## src/rtl/fifo_write_arbiter.sv

```systemverilog
// rtl/fifo_write_arbiter.sv - round-robin two-producer arbiter for a shared FIFO write port
// Optional bounded-burst grants are enabled by defining FIFO_ARB_BURST_EN.
module fifo_write_arbiter #(
    parameter int WIDTH = 6,
    parameter int BURST = 4
) (
    input  logic             clk,
    input  logic             reset_n,
    input  logic             req0_valid,
    input  logic [WIDTH-1:0] req0_data,
    output logic             req0_ready,
    input  logic             req1_valid,
    input  logic [WIDTH-1:0] req1_data,
    output logic             req1_ready,
    input  logic             fifo_full_n,
    output logic             fifo_write_en,
    output logic [WIDTH-1:0] fifo_data,
    output logic [1:0]       grant
);

    if (BURST < 1 || BURST > 16) begin : g_burst_range
        $error("fifo_write_arbiter: BURST must be in 1..16");
    end

    typedef enum logic [1:0] {
        IDLE = 2'd0,
        GNT0 = 2'd1,
        GNT1 = 2'd2
    } state_t;

    state_t state;
    state_t state_nxt;
    logic   last;
    logic   last_nxt;
    logic   gnt0;
    logic   gnt1;
    logic   own_valid;
    logic   beat;
    logic   burst_end;
    logic   rel_grant;

    assign gnt0      = (state == GNT0);
    assign gnt1      = (state == GNT1);
    assign own_valid = (gnt0 && req0_valid) || (gnt1 && req1_valid);
    assign beat      = own_valid && fifo_full_n;

    // A stalled FIFO never releases: only a dropped valid or the final burst beat does.
    assign rel_grant = (gnt0 || gnt1) && (!own_valid || (beat && burst_end));

`ifdef FIFO_ARB_BURST_EN
    localparam int CW = $clog2(BURST) + 1;

    logic [CW-1:0] beat_cnt;
    logic [CW-1:0] beat_cnt_nxt;

    assign burst_end = (beat_cnt == CW'(BURST - 1));

    always_comb begin
        beat_cnt_nxt = beat_cnt;
        if (rel_grant) begin
            beat_cnt_nxt = '0;
        end else if (beat) begin
            beat_cnt_nxt = beat_cnt + 1'b1;
        end
    end

    always_ff @(posedge clk or negedge reset_n) begin
        if (!reset_n) begin
            beat_cnt <= '0;
        end else begin
            beat_cnt <= beat_cnt_nxt;
        end
    end
`else
    assign burst_end = 1'b1;
`endif

    always_ff @(posedge clk or negedge reset_n) begin
        if (!reset_n) begin
            state <= IDLE;
            last  <= 1'b1;
        end else begin
            state <= state_nxt;
            last  <= last_nxt;
        end
    end

    always_comb begin
        state_nxt = state;
        last_nxt  = last;
        case (state)
            IDLE: begin
                if (req0_valid && req1_valid) begin
                    state_nxt = last ? GNT0 : GNT1;
                end else if (req0_valid) begin
                    state_nxt = GNT0;
                end else if (req1_valid) begin
                    state_nxt = GNT1;
                end
            end
            GNT0: begin
                if (rel_grant) begin
                    last_nxt  = 1'b0;
                    state_nxt = req1_valid ? GNT1 : IDLE;
                end
            end
            GNT1: begin
                if (rel_grant) begin
                    last_nxt  = 1'b1;
                    state_nxt = req0_valid ? GNT0 : IDLE;
                end
            end
            default: begin
                state_nxt = IDLE;
            end
        endcase
    end

    assign req0_ready    = gnt0 && fifo_full_n;
    assign req1_ready    = gnt1 && fifo_full_n;
    assign fifo_write_en = beat;
    assign grant         = {gnt1, gnt0};

    always_comb begin
        fifo_data = '0;
        if (gnt0) begin
            fifo_data = req0_data;
        end else if (gnt1) begin
            fifo_data = req1_data;
        end
    end

endmodule

```

## config.mk

```make
export PLATFORM = sky130hd
export DESIGN_NAME = fifo_write_arbiter
export DESIGN_NICKNAME = d
export VERILOG_FILES = /design/src/rtl/fifo_write_arbiter.sv
export SDC_FILE = /design/constraint.sdc
export NUM_CORES = 1
export LEC_CHECK = 0
export ABC_CLOCK_PERIOD_IN_PS = 2500
export CORE_MARGIN = 8
export CORE_UTILIZATION = 25
export DETAILED_ROUTE_END_ITERATION = 7
export GPL_TIMING_DRIVEN = 0
export MAX_ROUTING_LAYER = met4
export SYNTH_ARGS = -nofsm -noshare
export SYNTH_HDL_FRONTEND = slang
export SYNTH_SLANG_ARGS = --single-unit
```

## constraint.sdc

```tcl
create_clock -name clk -period 2.5 [get_ports clk]
set_clock_uncertainty 0.1 [all_clocks]
set_input_delay 0.625 -clock clk [delete_from_list [all_inputs] [get_ports clk]]
set_output_delay 0.625 -clock clk [all_outputs]
set_load 0.01 [all_outputs]
```

# Yosys cells after proc, flatten, opt, wreduce, memory -nomap -nowiden

Index checks and enable logic that the tools add are counted.

Register bits: 3
Input port bits: 17

Equal/unequal tests: 5
Muxes and demuxes: 14
Reduce and logical (&&, ||, !) cells: 15

Operators with widths:

| operator                                                                | count |
|---|---|
| 2-bit two-way mux                                                       | 7 |
| 6-bit two-way mux                                                       | 2 |
| 1-bit logical AND                                                       | 7 |
| 2-bit case mux with 3 select lines                                      | 1 |
| 3-bit AND reduction                                                     | 2 |
| 2-bit by 1-bit inequality test with 1-bit output, second input constant | 2 |
| 4-bit inequality test, second input constant                            | 1 |
| 1-bit logical OR                                                        | 3 |
| 1-bit two-way mux                                                       | 3 |
| 2-bit by 1-bit == test with 1-bit output, second input constant         | 1 |
| 2-bit == test, second input constant                                    | 1 |
| 2-bit logical NOT                                                       | 1 |
| 1-bit case mux with 2 select lines                                      | 1 |
| 2-bit nonzero test                                                      | 1 |
| 1-bit logical NOT                                                       | 1 |

# Longest topological paths before layout

Gate-level depths: netlist of the first run.

Depth after elaboration: 8
Depth in mapped cells: 6

# Worst setup path after synthesis of the first run

Ideal clock, no wire load.

Path kind: reg-to-output
From: register state[1]
To: output port fifo_data[0]
Data arrival time: 1.243 ns
Path slack: 0.532 ns
Stages on the path, launching flop included: 6
Buffers on the path: 1
Path through: dfrtp_1 inv_1 ha_1 buf_2 nor2_1 a22o_1

Elaborated cells between the ends (all ways): 4
Those cells by class: eq/ne: 2; mux: 2

RTL lines:

| element                                  | line | source |
|---|---|---|
| from (decl)                              | 31   | `state_t state;` |
| from (signal assigned)                   | 83   | `state <= state_nxt;` |
| 2-bit by 1-bit == test with 1-bit output | 42   | `assign gnt0 = (state == GNT0);` |
| named net gnt0                           | 35   | `logic gnt0;` |
| 6-bit two-way mux                        | 126  | `if (gnt0) begin` |
| to (decl)                                | 17   | `output logic [WIDTH-1:0] fifo_data,` |

The timed path passes the listed nets, and every way through them passes these cells.

# Final worst setup path of the first run

From: register state[1]
To: output port fifo_data[5]

Same word-level chain as after synthesis.

==> metrics.md, run 1 <==
| Metric | Value |
|---|---|
| Status | `finished clean` |
| Worst Hold Class | `reg2reg` |
| WL final | `1240 um` |
| Crit-path max FO | `10` |
| Maximum VDD drop | `0.000485 V` |
| Clock-pin transition on the worst setup and hold timing paths | `0.04 ns` |
| PortBufs | `27` |
| Cts-stage hold buffer count | `0` |
| Die area | `2940 um^2` |
| Syn_area_per_cell | `8.70 um^2` |
| Setup slack, reg-to-reg | `0.65 ns` |
| Overall routing resource usage | `0.0830` |
| CP Class | `reg2out` |
| Final hold violation count | `0` |
| Leakage | `0.346 nW` |
| Initial Util | `0.274` |
| Share of cells above drive strength 1 | `0.200` |
| Worst Tran Pin Value | `0.239 ns` |
| Die X | `54.2 um` |
| Antenna Nets Post-Route | `0` |
| Initial DRC count | `5` |
| Vias per cell | `4.60` |
| Sw frac | `0.391` |
| Register area share after synthesis | `0.209` |
| F_max | `419 MHz` |
| Final period utilization | `0.956` |
| Power Density | `983 nW/um^2` |
| Fin cells | `90` |
| Final Max Slew Viols | `0` |
| Internal power | `0.000432 W` |
| Num CTS Buffers | `3` |
| H-Tree Depth | `1` |
| Post-route DRC violation count | `0` |
| CP max stage cell | `dfrtp_1` |
| Required @ worst endpoint | `1.77 ns` |
| Num ports | `28` |
| Root buf cell | `clkbuf_4` |
| Worst Path Buf+Inv | `4` |
| Largest net degree at the start of global routing | `11` |
| Setup violators final | `0` |
| Finished Core Util | `0.541` |
| Routed wire per std cell | `13.8 um` |
| Worst R2R Path Depth | `6` |
| Final total power | `0.000709 W` |
| Fin crit period | `2.39 ns` |
| WHS Path Cells | `1` |
| Synth warnings | `0` |
| RSZ-0062 raised after global routing | `no` |
| CP Launch Type | `flop` |
| Initial antenna violation count | `0` |
| Synth cell types | `24` |
| Core area | `1330 um^2` |
| Mapped Area | `365 um^2` |
| TritonRoute pass-1 iters | `4` |
| Die height | `54.2 um` |
| Multi-input gate area | `287 um^2` |
| Clk sinks | `3` |
| Hpwl dp | `975 um` |
| Layout area overhead | `97.6%` |
| Critical path arrival | `1.66 ns` |
| CTS tree | `built` |
| #FFs+latches synth | `3` |
| Worst Setup End Kind | `output port` |
| CP max stage delay | `0.37 ns` |
| Std-Cell Rows | `13` |
| Placed insts | `84` |
| Cell family with most CP delay | `buffers and inverters` |
| GP Congestion | `0.790` |
| # fillers | `137` |
| First-pass GRT wire length | `1810 um` |
| Mapped Cells | `42` |
| Syn Nets | `63` |
| Clock Path Buffers | `2` |
| # diodes | `0` |
| Crit. path cell count | `7` |
| Slew headroom | `0.840` |
| Reg area | `76.3 um^2` |
| Congestion Overflow GR | `0` |
| Vias in the first global route | `392` |
| CP Cell Sequence | `inv_1 > ha_4 > buf_6 > nor2_4 > buf_4 > a22o_1 > dlygate4sd2_1` |
| MaxCap Viol Count | `0` |
| Clock network power share | `0.117` |
| Sequential share of power | `0.141` |
| Logic pwr share | `0.743` |
| Worst-skew pair later-pin latency | `0.23 ns` |
| Via count | `414` |
| Nets@finish | `97` |
| NetSw | `0.000277 W` |
[kinds of logic after synthesis]
family | share of synthesized area
muxes | 0.0685
DFF | 0.209
buffers and inverters | 0.0959
adders and majority gates | 0.137
and+or+nand+nor | 0.185
AOI/OAI and AO/OA | 0.305
[cells in the final DEF (no fill, tap or decap), drive strengths merged]
cell           instances
a21o                   1
a21oi                  3
a22o                   6
a22oi                  1
and2                   2
buf                    5
clkbuf                 4
clkdlybuf4s50         17
dfrtp                  2
dfstp                  1
dlygate4sd2           10
ha                     4
inv                    4
mux2                   1
mux2i                  1
nand2                  1
nand2b                 2
nor2                   1
nor2b                  3
o211a                  1
o21ai                  2
o2bb2ai                1
or2b                   1
or3b                   1
[synthesized netlist by cell type]
cell type	count	area share
buf_2	1	0.014
o211a_1	1	0.027
and2_1	2	0.034
dfstp_2	1	0.072
or2b_1	1	0.021
nand2b_1	2	0.034
or3b_1	1	0.024
mux2i_1	1	0.027
a21oi_1	3	0.041
ha_1	4	0.14
nand2_1	1	0.010
nor2_1	1	0.010
inv_2	1	0.010
a22oi_1	1	0.021
dfrtp_1	2	0.14
inv_1	3	0.031
nor2b_1	3	0.051
o21ai_1	1	0.014
o21ai_0	1	0.014
o2bb2ai_1	1	0.024
buf_4	2	0.041
mux2_4	1	0.041
a21o_1	1	0.021
a22o_1	6	0.14
[registers in the layout, indices dropped and copies added (netlist names)]
name	count
last	1
state	2
[timing repair]
item                                    in CTS  in global routing
cloned                                       0                  0
hold endpoints to repair                     0                  0
pin swaps                                    1                  0
endpoints found under the setup margin       9                  3
setup buffers                                2                  0
resized for setup                           14                  5
[routing by layer]
metal  up-vias  global-route usage  part of all wire
li1        214                   -                 -
met1       185              0.0960              0.40
met2        15               0.135              0.51
met3         0              0.0163             0.090
met4         0              0.0369                 0
met5         -                   -                 0
[layout make-up]
cell class              count  share of cell area
clock buffers               4              0.0364
plain buffers               3              0.0364
flip-flops and latches      3               0.106
inverters                   4              0.0208
repair buffers             29               0.378
well taps                  15              0.0260
multi-input cells          32               0.397
[path summary, 6_finish.rpt]
path                                      to      from
worst max-delay path            fifo_data[5]  state[1]
worst min-delay path                    last      last
worst max register to register      state[1]  state[0]
worst min register to register          last      last
max in group asynchronous               last   reset_n
min in group asynchronous           state[1]   reset_n
[power groups by stage]
stage                     sequential (W)   clock, W  combinational (W)
final                          0.0000998  0.0000827           0.000527
after global routing            0.000102  0.0000899           0.000577
after CTS                      0.0000944  0.0000890           0.000506
after detailed placement       0.0000992          0           0.000498
after global placement         0.0000990          0           0.000498
after floorplan                0.0000938          0           0.000300
[stage by stage]
step           cell area, um^2  setup TNS [ns]  hold WS (ns)  setup WS [ns]
3_3_place_gp               654           -1.18         0.397         -0.163
6_report                   722               0         0.397          0.111
3_5_place_dp               654          -0.960         0.394         -0.137
2_1_floorplan              365               0         0.229          0.532
4_1_cts                    696               0         0.399         0.0266
5_1_grt                    722               0         0.409         0.0218
No activity file was read; power rests on OpenSTA's default activity.
==> run 2: changes to the inputs <==
--- a/config.mk
+++ b/config.mk
@@ -11,6 +11,7 @@
 export DETAILED_ROUTE_END_ITERATION = 7
 export GPL_TIMING_DRIVEN = 0
 export MAX_ROUTING_LAYER = met4
+export SKIP_CTS_REPAIR_TIMING = 1
 export SYNTH_ARGS = -nofsm -noshare
 export SYNTH_HDL_FRONTEND = slang
 export SYNTH_SLANG_ARGS = --single-unit
==> metrics.md, run 2 (synthesis gave the netlist of run 1 again) <==
| Metric | Value |
|---|---|
| MaxCap Viol Count | `0` |
| GP Congestion | `0.790` |
| Largest Register | `state` |
| Largest net degree at the start of global routing | `11` |
| TritonRoute pass-1 iters | `4` |
| Overall routing resource usage | `0.0808` |
| Commonest non-fill, non-tap cell in the layout | `clkdlybuf4s50_1` |
| Routed wire per std cell | `13.6 um` |
| Setup slack, reg-to-reg | `0.65 ns` |
| Initial DRC count | `3` |
| First-pass GRT wire length | `1770 um` |
| Num CTS Buffers | `3` |
| Worst R2R Path Depth | `6` |
| Fin crit period | `2.43 ns` |
| Placed insts | `84` |
| CP Launch Type | `flop` |
| Clock-pin transition on the worst setup and hold timing paths | `0.04 ns` |
| Critical path arrival | `1.71 ns` |
| Congestion Overflow GR | `0` |
| WHS Path Cells | `1` |
| Hpwl dp | `975 um` |
| Share of cells above drive strength 1 | `0.187` |
| Setup ws final | `0.0657 ns` |
| Via count | `418` |
| Power Density | `955 nW/um^2` |
| Slew headroom | `0.843` |
| Final period utilization | `0.974` |
| Leakage | `0.445 nW` |
| Status | `finished clean` |
| Final hold violation count | `0` |
| Antenna Nets Post-Route | `0` |
| Hold path start | `last` |
| Root buf cell | `clkbuf_4` |
| Post-route DRC violation count | `0` |
| Fin cells | `90` |
| Clock Path Buffers | `2` |
| PortBufs | `27` |
| H-Tree Depth | `1` |
| # diodes | `0` |
| Vias per cell | `4.64` |
| Biggest regs | `state (2), last (1)` |
| Setup violators final | `0` |
| Die area | `2940 um^2` |
| Vias in the first global route | `391` |
| Dpl ws | `-0.137 ns` |
| F_max | `411 MHz` |
| Worst Setup End Kind | `output port` |
| Worst Tran Pin Value | `0.234 ns` |
| Worst-skew pair later-pin latency | `0.23 ns` |
| Crit-path max FO | `10` |
| Required @ worst endpoint | `1.77 ns` |
| Final Max Slew Viols | `0` |
| FF-to-FF End | `state[1]` |
| Max reg flops | `2` |
| Hold slack | `0.398 ns` |
| Maximum VDD drop | `0.000513 V` |
| CTS tree | `built` |
| Die X | `54.2 um` |
| Die height | `54.2 um` |
| Nets@finish | `97` |
| Initial Util | `0.274` |
| Num ports | `28` |
| Area after DPL | `654 um^2` |
| Core area | `1330 um^2` |
| Commonest cells after routing, fill and taps aside | `clkdlybuf4s50_1, dlymetal6s2s_1, a22o_1` |
| Hold Path Sink | `last` |
| Final total power | `0.000716 W` |
| # fillers | `130` |
| R2r startpoint | `state[0]` |
| Initial antenna violation count | `0` |
| WL final | `1220 um` |
| Finished Cell Area | `749 um^2` |
| Clk sinks | `3` |
| Std-Cell Rows | `13` |
| Layout area overhead | `105%` |
| CP Class | `reg2out` |
| Worst Hold Class | `reg2reg` |
-- run 2: changes by cell type in the layout (fill, tap and decap cells not counted) --
cell,change
dlygate4sd2_1,-10
dlymetal6s2s_1,+10
ha_4,-1
ha_2,+1
inv_2,-1
inv_1,+1
-- run 2: power breakdown --
group,switching [W],internal [W]
combinational,0.000220,0.000310
sequential,0.0000241,0.0000779
clock,0.0000231,0.0000597
-- run 2: per-stage QoR --
| step | setup TNS, ns | util |
|---|---|---|
| global placement | -1.18 | 0.491 |
| floorplan | 0 | - |
| finish | 0 | 0.562 |
| detailed placement | -0.960 | 0.491 |
| CTS | -2.52 | 0.510 |
| global route | -0.00158 | 0.562 |
-- run 2: worst max path at each step --
stage	from	to	slack [ns]	depth (start not counted)
detailed placement	req1_valid	fifo_write_en	-0.14	4
finish	state[1]	req0_ready	0.07	5
floorplan	state[1]	fifo_data[0]	0.53	5
global placement	state[1]	fifo_data[2]	-0.16	6
global route	state[1]	req0_ready	-0.002	5
CTS	state[1]	fifo_data[0]	-0.39	6
-- run 2: per-layer routing --
layer  routed length [um]  global-route usage  part of all wire
met1                  480              0.0944              0.39
met2                  620               0.130              0.51
met3                  122              0.0163              0.10
met4                    0              0.0369                 0
met5                    0                   -                 0
-- run 2: layout make-up --
cell class	instances	area, um^2	share of cell area
inverter	4	15.0	0.0200
sequential	3	76.3	0.102
multi-input combinational	32	277	0.369
tap	15	18.8	0.0250
clock buffer	4	26.3	0.0351
timing repair buffer	29	310	0.414
buffer	3	26.3	0.0351
-- run 2: critical path, stage by stage, from the launching register on --
cell	delay [ns]
dfrtp_1	0.40
inv_1	0.13
ha_4	0.16
buf_6	0.14
and2_1	0.12
clkdlybuf4s50_1	0.53
